[src/rtl/uart_rx_buf.sv]
// uart_rx_buf: oversampling UART receiver with majority-vote bit decisions,
// optional parity, one or two stop bits, break detection and a receive FIFO.
module uart_rx_buf #(
  parameter int OSR    = 16,
  parameter int DATA_W = 8,
  parameter int DEPTH  = 4
) (
  input  logic              rx_clk,
  input  logic              rst,
  input  logic              rx,
  input  logic              rx_en,
  input  logic [3:0]        length,
  input  logic              parity_en,
  input  logic              parity_type,
  input  logic              stop,
  output logic [DATA_W-1:0] rx_data,
  output logic              rx_parity_err,
  output logic              rx_frame_err,
  output logic              rx_break,
  output logic              rx_valid,
  input  logic              rx_ready,
  output logic              rx_overrun,
  input  logic              rx_ovr_clr,
  output logic              rx_busy
);

  localparam int CNT_W = $clog2(OSR);
  localparam int PTR_W = $clog2(DEPTH);
  localparam int ENT_W = DATA_W + 3;
  localparam logic [CNT_W-1:0] CNT_HALF = CNT_W'(OSR / 2);
  localparam logic [CNT_W-1:0] CNT_MAX  = CNT_W'(OSR - 1);

  typedef enum logic [2:0] {
    IDLE, START, DATA, PARITY, STOP1, STOP2, WAIT_IDLE
  } state_t;

  // Out-of-range lengths fall back to the widest frame the buffer can hold.
  function automatic logic [3:0] eff_len(input logic [3:0] l);
    if (l < 4'd5 || l > 4'(DATA_W)) return 4'(DATA_W);
    return l;
  endfunction

  state_t              state_q, state_d;
  logic [1:0]          sync_q;
  logic [2:0]          samp_q;
  logic [CNT_W-1:0]    cnt_q, cnt_d;
  logic [3:0]          bitn_q, bitn_d;
  logic [3:0]          len_q, len_d;
  logic                par_en_q, par_en_d;
  logic                par_type_q, par_type_d;
  logic                stop_q, stop_d;
  logic                par_bit_q, par_bit_d;
  logic                par_err_q, par_err_d;
  logic                fe_q, fe_d;
  logic [DATA_W-1:0]   shreg_q, shreg_d;

  logic                rx_s;
  logic                bit_maj;
  logic                decide;
  logic                push;
  logic                push_brk;
  logic                push_fe;
  logic [ENT_W-1:0]    ent;

  logic [ENT_W-1:0]    mem_q [DEPTH];
  logic [PTR_W-1:0]    wptr_q, rptr_q;
  logic [PTR_W:0]      count_q;
  logic                ovr_q;
  logic                full;
  logic                pop;
  logic                push_ok;
  logic                ovr_set;
  logic [ENT_W-1:0]    head;

  assign rx_s    = sync_q[1];
  assign bit_maj = (samp_q[0] & samp_q[1]) | (samp_q[0] & samp_q[2]) | (samp_q[1] & samp_q[2]);
  assign decide  = (cnt_q == CNT_HALF);

  // Two-flop synchroniser followed by a three-sample history for the vote.
  always_ff @(posedge rx_clk or posedge rst) begin
    if (rst) begin
      sync_q <= 2'b11;
      samp_q <= 3'b111;
    end else begin
      sync_q <= {sync_q[0], rx};
      samp_q <= {samp_q[1:0], rx_s};
    end
  end

  // Receiver FSM state, sample counter and per-frame working registers.
  always_ff @(posedge rx_clk or posedge rst) begin
    if (rst) begin
      state_q    <= IDLE;
      cnt_q      <= '0;
      bitn_q     <= '0;
      len_q      <= 4'(DATA_W);
      par_en_q   <= 1'b0;
      par_type_q <= 1'b0;
      stop_q     <= 1'b0;
      par_bit_q  <= 1'b0;
      par_err_q  <= 1'b0;
      fe_q       <= 1'b0;
      shreg_q    <= '0;
    end else begin
      state_q    <= state_d;
      cnt_q      <= cnt_d;
      bitn_q     <= bitn_d;
      len_q      <= len_d;
      par_en_q   <= par_en_d;
      par_type_q <= par_type_d;
      stop_q     <= stop_d;
      par_bit_q  <= par_bit_d;
      par_err_q  <= par_err_d;
      fe_q       <= fe_d;
      shreg_q    <= shreg_d;
    end
  end

  // Next-state logic: one decision per bit period at mid-bit, push at frame end.
  always_comb begin
    state_d    = state_q;
    cnt_d      = (cnt_q == CNT_MAX) ? '0 : cnt_q + 1'b1;
    bitn_d     = bitn_q;
    len_d      = len_q;
    par_en_d   = par_en_q;
    par_type_d = par_type_q;
    stop_d     = stop_q;
    par_bit_d  = par_bit_q;
    par_err_d  = par_err_q;
    fe_d       = fe_q;
    shreg_d    = shreg_q;
    push       = 1'b0;
    push_brk   = 1'b0;
    push_fe    = 1'b0;
    case (state_q)
      IDLE: begin
        cnt_d = '0;
        if (rx_en && !rx_s) state_d = START;
      end
      START: begin
        if (decide) begin
          if (bit_maj) begin
            state_d = IDLE;
          end else begin
            len_d      = eff_len(length);
            par_en_d   = parity_en;
            par_type_d = parity_type;
            stop_d     = stop;
            bitn_d     = '0;
            shreg_d    = '0;
            par_bit_d  = 1'b0;
            par_err_d  = 1'b0;
            fe_d       = 1'b0;
            state_d    = DATA;
          end
        end
      end
      DATA: begin
        if (decide) begin
          for (int i = 0; i < DATA_W; i++) begin
            if (bitn_q == 4'(i)) shreg_d[i] = bit_maj;
          end
          bitn_d = bitn_q + 4'd1;
          if (bitn_q == len_q - 4'd1) state_d = par_en_q ? PARITY : STOP1;
        end
      end
      PARITY: begin
        if (decide) begin
          par_bit_d = bit_maj;
          par_err_d = bit_maj ^ (^shreg_q) ^ par_type_q;
          state_d   = STOP1;
        end
      end
      STOP1: begin
        if (decide) begin
          if (!bit_maj && (shreg_q == '0) && !par_bit_q) begin
            push     = 1'b1;
            push_brk = 1'b1;
            push_fe  = 1'b1;
            state_d  = WAIT_IDLE;
          end else if (stop_q) begin
            fe_d    = !bit_maj;
            state_d = STOP2;
          end else begin
            push    = 1'b1;
            push_fe = !bit_maj;
            state_d = IDLE;
          end
        end
      end
      STOP2: begin
        if (decide) begin
          push    = 1'b1;
          push_fe = fe_q | !bit_maj;
          state_d = IDLE;
        end
      end
      WAIT_IDLE: begin
        if (rx_s) state_d = IDLE;
      end
      default: state_d = IDLE;
    endcase
  end

  assign ent     = {push_brk, push_fe, par_err_q, shreg_q};
  assign full    = (count_q == (PTR_W + 1)'(DEPTH));
  assign pop     = (count_q != '0) && rx_ready;
  assign push_ok = push && (!full || pop);
  assign ovr_set = push && full && !pop;

  // FIFO pointers, occupancy and the sticky overrun flag.
  always_ff @(posedge rx_clk or posedge rst) begin
    if (rst) begin
      wptr_q  <= '0;
      rptr_q  <= '0;
      count_q <= '0;
      ovr_q   <= 1'b0;
    end else begin
      if (push_ok) wptr_q <= wptr_q + 1'b1;
      if (pop)     rptr_q <= rptr_q + 1'b1;
      case ({push_ok, pop})
        2'b10:   count_q <= count_q + 1'b1;
        2'b01:   count_q <= count_q - 1'b1;
        default: count_q <= count_q;
      endcase
      if (ovr_set)         ovr_q <= 1'b1;
      else if (rx_ovr_clr) ovr_q <= 1'b0;
    end
  end

  // FIFO storage; contents only matter while counted as occupied.
  always_ff @(posedge rx_clk) begin
    if (push_ok) mem_q[wptr_q] <= ent;
  end

  assign head = mem_q[rptr_q];

  // Head entry presented only when valid so an empty FIFO reads as zero.
  always_comb begin
    rx_valid      = (count_q != '0);
    rx_data       = '0;
    rx_parity_err = 1'b0;
    rx_frame_err  = 1'b0;
    rx_break      = 1'b0;
    if (rx_valid) begin
      rx_data       = head[DATA_W-1:0];
      rx_parity_err = head[DATA_W];
      rx_frame_err  = head[DATA_W+1];
      rx_break      = head[DATA_W+2];
    end
  end

  assign rx_overrun = ovr_q;
  assign rx_busy    = (state_q != IDLE);

endmodule

[config.mk]
export PLATFORM = sky130hd
export DESIGN_NAME = uart_rx_buf
export DESIGN_NICKNAME = d
export VERILOG_FILES = /design/src/rtl/uart_rx_buf.sv
export SDC_FILE = /design/constraint.sdc
export NUM_CORES = 1
export LEC_CHECK = 0
export CAP_MARGIN = 20
export CORE_MARGIN = 2
export CORE_UTILIZATION = 35
export DETAILED_ROUTE_END_ITERATION = 8
export GPL_TIMING_DRIVEN = 0
export SETUP_SLACK_MARGIN = 0.02
export SLEW_MARGIN = 10
export SYNTH_ARGS = -nofsm -noshare
export SYNTH_HDL_FRONTEND = slang
export SYNTH_SLANG_ARGS = --single-unit
export TNS_END_PERCENT = 20
[constraint.sdc]
create_clock -name rx_clk -period 2.4 [get_ports rx_clk]
set_input_delay 0.36 -clock rx_clk [delete_from_list [all_inputs] [get_ports rx_clk]]
set_output_delay 0.36 -clock rx_clk [all_outputs]
set_load 0.005 [all_outputs]
==> metrics.md <==
| Metric | Value |
|---|---|
| Outcome | `finished clean` |
| Register bit count reported by yosys | `86` |
| Core ar. | `approximately 11000 sq um` |
| Portion of the clock cycle consumed by the worst path in the final layout | `0.9791` |
| Non-Filler Instances | `507` |
| Minimum setup slack after placement | `-0.4241 ns` |
| Leading cell types by total area after synthesis | `edfxtp_1, dfrtp_1, mux4_2` |
| Synth top area share | `0.3270` |
| Chip Height | `111.4 microns` |
| Max Clock Skew | `0.008367 ns` |
| Synth unique cells | `51` |
| Worst R2R Setup Slack | `approximately 0.05 ns` |
| Area share of xor/xnor cells in the synthesized design | `0.04336` |
| Pin count of the biggest net entering global routing | `37` |
| Switching power of the nets | `1496 uW` |
| Number of rows in the core area | `39` |
| Peak per-stage delay on the critical path | `0.37 ns` |
| Post-Synthesis Mean Instance Area | `between 10 and 15 sq um` |
| Switching share of power | `0.2987` |
| Sequential fraction of design power | `0.381` |
| Leak pwr | `roughly 0.0021 uW` |
| Wire length of the first global-routing pass | `12.39 mm` |
| Half-perimeter wire length after placement | `between 4 and 5 mm` |
| Cell occurring most often along the worst timing path | `inv_2` |
| Net count, final | `389` |
| Post-route setup slack | `between 0.05 and 0.06 ns` |
| Mux contribution to synthesized area | `0.07742` |
| Global route total overflow | `0` |
| Pins over their slew limit | `0` |
| Data arrival time of the critical path | `2.60 ns` |
| Non-Filler Cell Area, Final | `5030 sq um` |
| Wire length on met1 | `3.435 mm` |
| RD Place Congestion | `0.7806` |
| Initial antenna violation count | `0` |
| Initial Utilization | `0.3569` |
| Number of vias after detailed routing | `~2400` |
| Maximum frequency from static timing analysis | `around 430 MHz` |
| Count of flip-flops with a built-in enable after synthesis | `44` |
| TritonRoute pass-1 iters | `4` |
| Capturing element type of the critical path | `flop` |
| Leading area contributor after synthesis | `edfxtp_1` |
| Yosys warnings | `0` |
| Endpoint of the most critical register-to-register path | `count_q[2]` |
| Port buffer count | `26` |
| Hold slack final | `0.2317 ns` |
| Wire per inst | `between 10 and 15 microns` |
| Combinational fraction of design power | `0.331` |
| Final antenna diode count | `0` |
| Post-Syn Nets | `337` |
| Clock-pin slew reported for the worst setup and hold paths after clock tree synthesis | `~0.07 ns` |
| Critical Path, Cell by Cell | `inv_2 > ha_2 > and4b_1 > nand4b_1 > a21o_1 > and2b_2 > inv_2 > ha_4 > inv_2 > fa_2 > xor2_1 > nor2_1 > xor2_1` |
| Total power draw | `5007 uW` |
| Standard cell area after detailed placement | `between 4000 and 5000 sq um` |
| Level count of the clock H-tree | `3` |
| Leading cell type by number of instances after synthesis | `edfxtp_1` |
| Worst Path Required | `2.65 ns` |
| Global-route usage over all layers | `0.1253` |
| Vias per std cell | `4.698` |
| Pwr Density | `995.4 nW/um^2` |
| Placed cell count | `477` |
| Portion of total power attributed to the clock network | `0.288` |
| Drc violations | `0` |
| Die boundary width | `111.4 microns` |
| Top flip-flop cell by instance count after synthesis | `edfxtp_1` |
| Top-Level Pins | `27` |
| Final hold viol count | `0` |
| Total standard cell area after synthesis | `4040 sq um` |
| Dominant combinational cell family by area after synthesis | `simple AND/OR/NAND/NOR gates` |
| Max IR drop VDD | `approximately 580 uV` |
| Max-cap violations | `0` |
| DR top layer | `met4` |
| Min cycle time layout | `2.350 ns` |
| Remaining max-slew budget at the tightest pin | `0.7348` |
| Sinks on Clock Net | `86` |
| Number of inserted filler cells in the final layout | `1042` |
| Setup repair after global routing missed its margin | `true` |
| Hold-fix buffers at CTS | `0` |
| Number of standard cells after synthesis | `just over 300` |
| Internal power | `3511 uW` |
| Critical path peak fanout | `6` |
| Number of setup violations in the final report | `0` |
| Routed wire length on met3 | `255 microns` |
| Signed area change from the synthesized netlist to the final layout | `24.50%` |
| Critical-path top delay cell | `dfrtp_1` |
| Fraction of the mapped netlist area in compound gates | `0.08826` |
| Top cells by count, synth | `edfxtp_1, dfrtp_1, inv_1` |
| TritonCTS clock tree | `built` |
| Worst min-delay path class | `input pin to async pin` |
| CP Launch Type | `flop` |
| Worst-Skew Late Latency | `0.33 ns` |
| Actual transition at the worst max-transition pin | `0.3956 ns` |
| Starting DRC count in detailed routing | `95` |
| Reg-to-Reg Start | `shreg_q[4]` |
| Die Area | `approximately 12000 sq um` |
| Post-DRT Antenna Nets | `0` |
| Number of buffers created by CTS | `9` |
| Simple logic cell fraction of the synthesized area | `0.1000` |
| Category of the critical setup timing path | `flop to flop` |
| Adder and majority gate portion of the synthesized area | `0.05729` |
| Sequential fraction of the synthesis area | `0.5890` |
| Drt total wl | `7.313 mm` |
| Layout cells sized above 1 | `0.2582` |
| Length of routed met2 wiring | `3.559 mm` |
| Longest Clk Path Bufs | `2` |
| Clock tree root buffer cell | `clkbuf_16` |
| Via count of the first global-routing pass | `2525` |
| Synth async-reset ratio | `0.4884` |
| Cell depth of the worst flop-to-flop path | `13` |
==> power by group through the flow <==
stage / sequential, uW / clock (uW) / combinational [uW]
6_report: 1910 / 1440 / 1660
5_1_grt: 1930 / 1540 / 1860
4_1_cts: 1900 / 1490 / 1680
3_5_place_dp: 1940 / 0 / 1540
3_3_place_gp: 1930 / 0 / 1510
2_1_floorplan: 1890 / 0 / 1080
==> how the worst max path moves through the flow <==
stage               start           to  slack (ns)  cells after the start
2_1_floorplan  state_q[0]   count_q[2]        0.04                     12
6_report       shreg_q[4]   count_q[2]        0.05                     13
4_1_cts        shreg_q[1]  mem_q[1][9]        0.03                      7
5_1_grt        shreg_q[0]   count_q[2]        -0.1                     13
3_3_place_gp     rx_ready   count_q[2]       -0.39                     10
3_5_place_dp     rx_ready   count_q[2]       -0.42                     10
==> layer usage <==
metal,vias to the layer above,GRT usage
met1,1150,0.1594
li1,1185,-
met3,5,0.02885
met2,42,0.2114
met4,0,0.04444
met5,-,0
==> critical path: cells and delay by family, from the launching register on <==
kind,cells,cell delay (ns)
XOR/XNOR,2,0.30
flip-flops,1,0.37
adder cells (fa/ha/maj),3,0.60
AO/OA/AOI/OAI,1,0.16
buffers and inverters,3,0.15
AND/OR/NAND/NOR,4,0.71
==> cell families after synthesis <==
| family | after synthesis |
|---|---|
| muxes | 17 |
| adders and majority gates | 18 |
| xor gates and xnor gates | 20 |
| AOI/OAI and AO/OA | 54 |
| DFF | 86 |
| buffers and inverters | 41 |
| and+or+nand+nor | 71 |
==> sequential cells by signal (all words and copies together), names as in the netlist <==
register,flops
len_q,4
par_err_q,1
par_bit_q,1
rx_overrun,1
count_q,3
wptr_q,2
fe_q,1
samp_q,3
stop_q,1
shreg_q,8
sync_q,2
state_q,3
mem_q,44
bitn_q,4
par_type_q,1
par_en_q,1
rptr_q,2
cnt_q,4
==> repair_timing <==
item | CTS | global route
setup endpoints to repair | 56 | 22
resized for setup | 23 | 13
pin swaps | 5 | 1
setup buffers | 14 | 0
endpoints found under the hold margin | 0 | 0
==> cell usage in the layout, fill, tap and decap left out, types with 3 or more instances in the layout <==
cell type,n
xnor2_1,13
edfxtp_1,44
inv_1,22
o21ai_0,15
dfrtp_1,35
ha_1,12
clkdlybuf4s50_1,20
xor2_1,7
inv_2,9
a21oi_1,15
dfstp_2,6
nor2_1,10
clkbuf_16,9
nor2b_1,8
and2_1,12
nand3_1,4
mux4_2,11
dlymetal6s2s_1,6
a21o_1,9
mux2_2,4
ha_4,3
buf_4,16
and2_2,4
nand2_1,14
==> cell type report <==
cell class	instances	area [sq um]	area share
buffer	10	86.33	0.01716
clock buffer	9	225.2	0.04478
clock inverter	7	86.33	0.01716
inverter	31	116.4	0.02313
multi-input combinational	180	1555	0.3092
sequential	86	2381	0.4734
tap	143	178.9	0.03557
timing repair buffer	41	400.4	0.07960
==> metrics by stage <==
step | setup TNS, ns | utilization
after floorplan | 0 | -
after global placement | -9.586 | 0.3970
after detailed placement | -10.47 | 0.3988
after CTS | 0 | 0.4404
after global routing | -0.1386 | 0.4443
final | 0 | 0.4443
No activity file was read; power rests on OpenSTA's default activity.
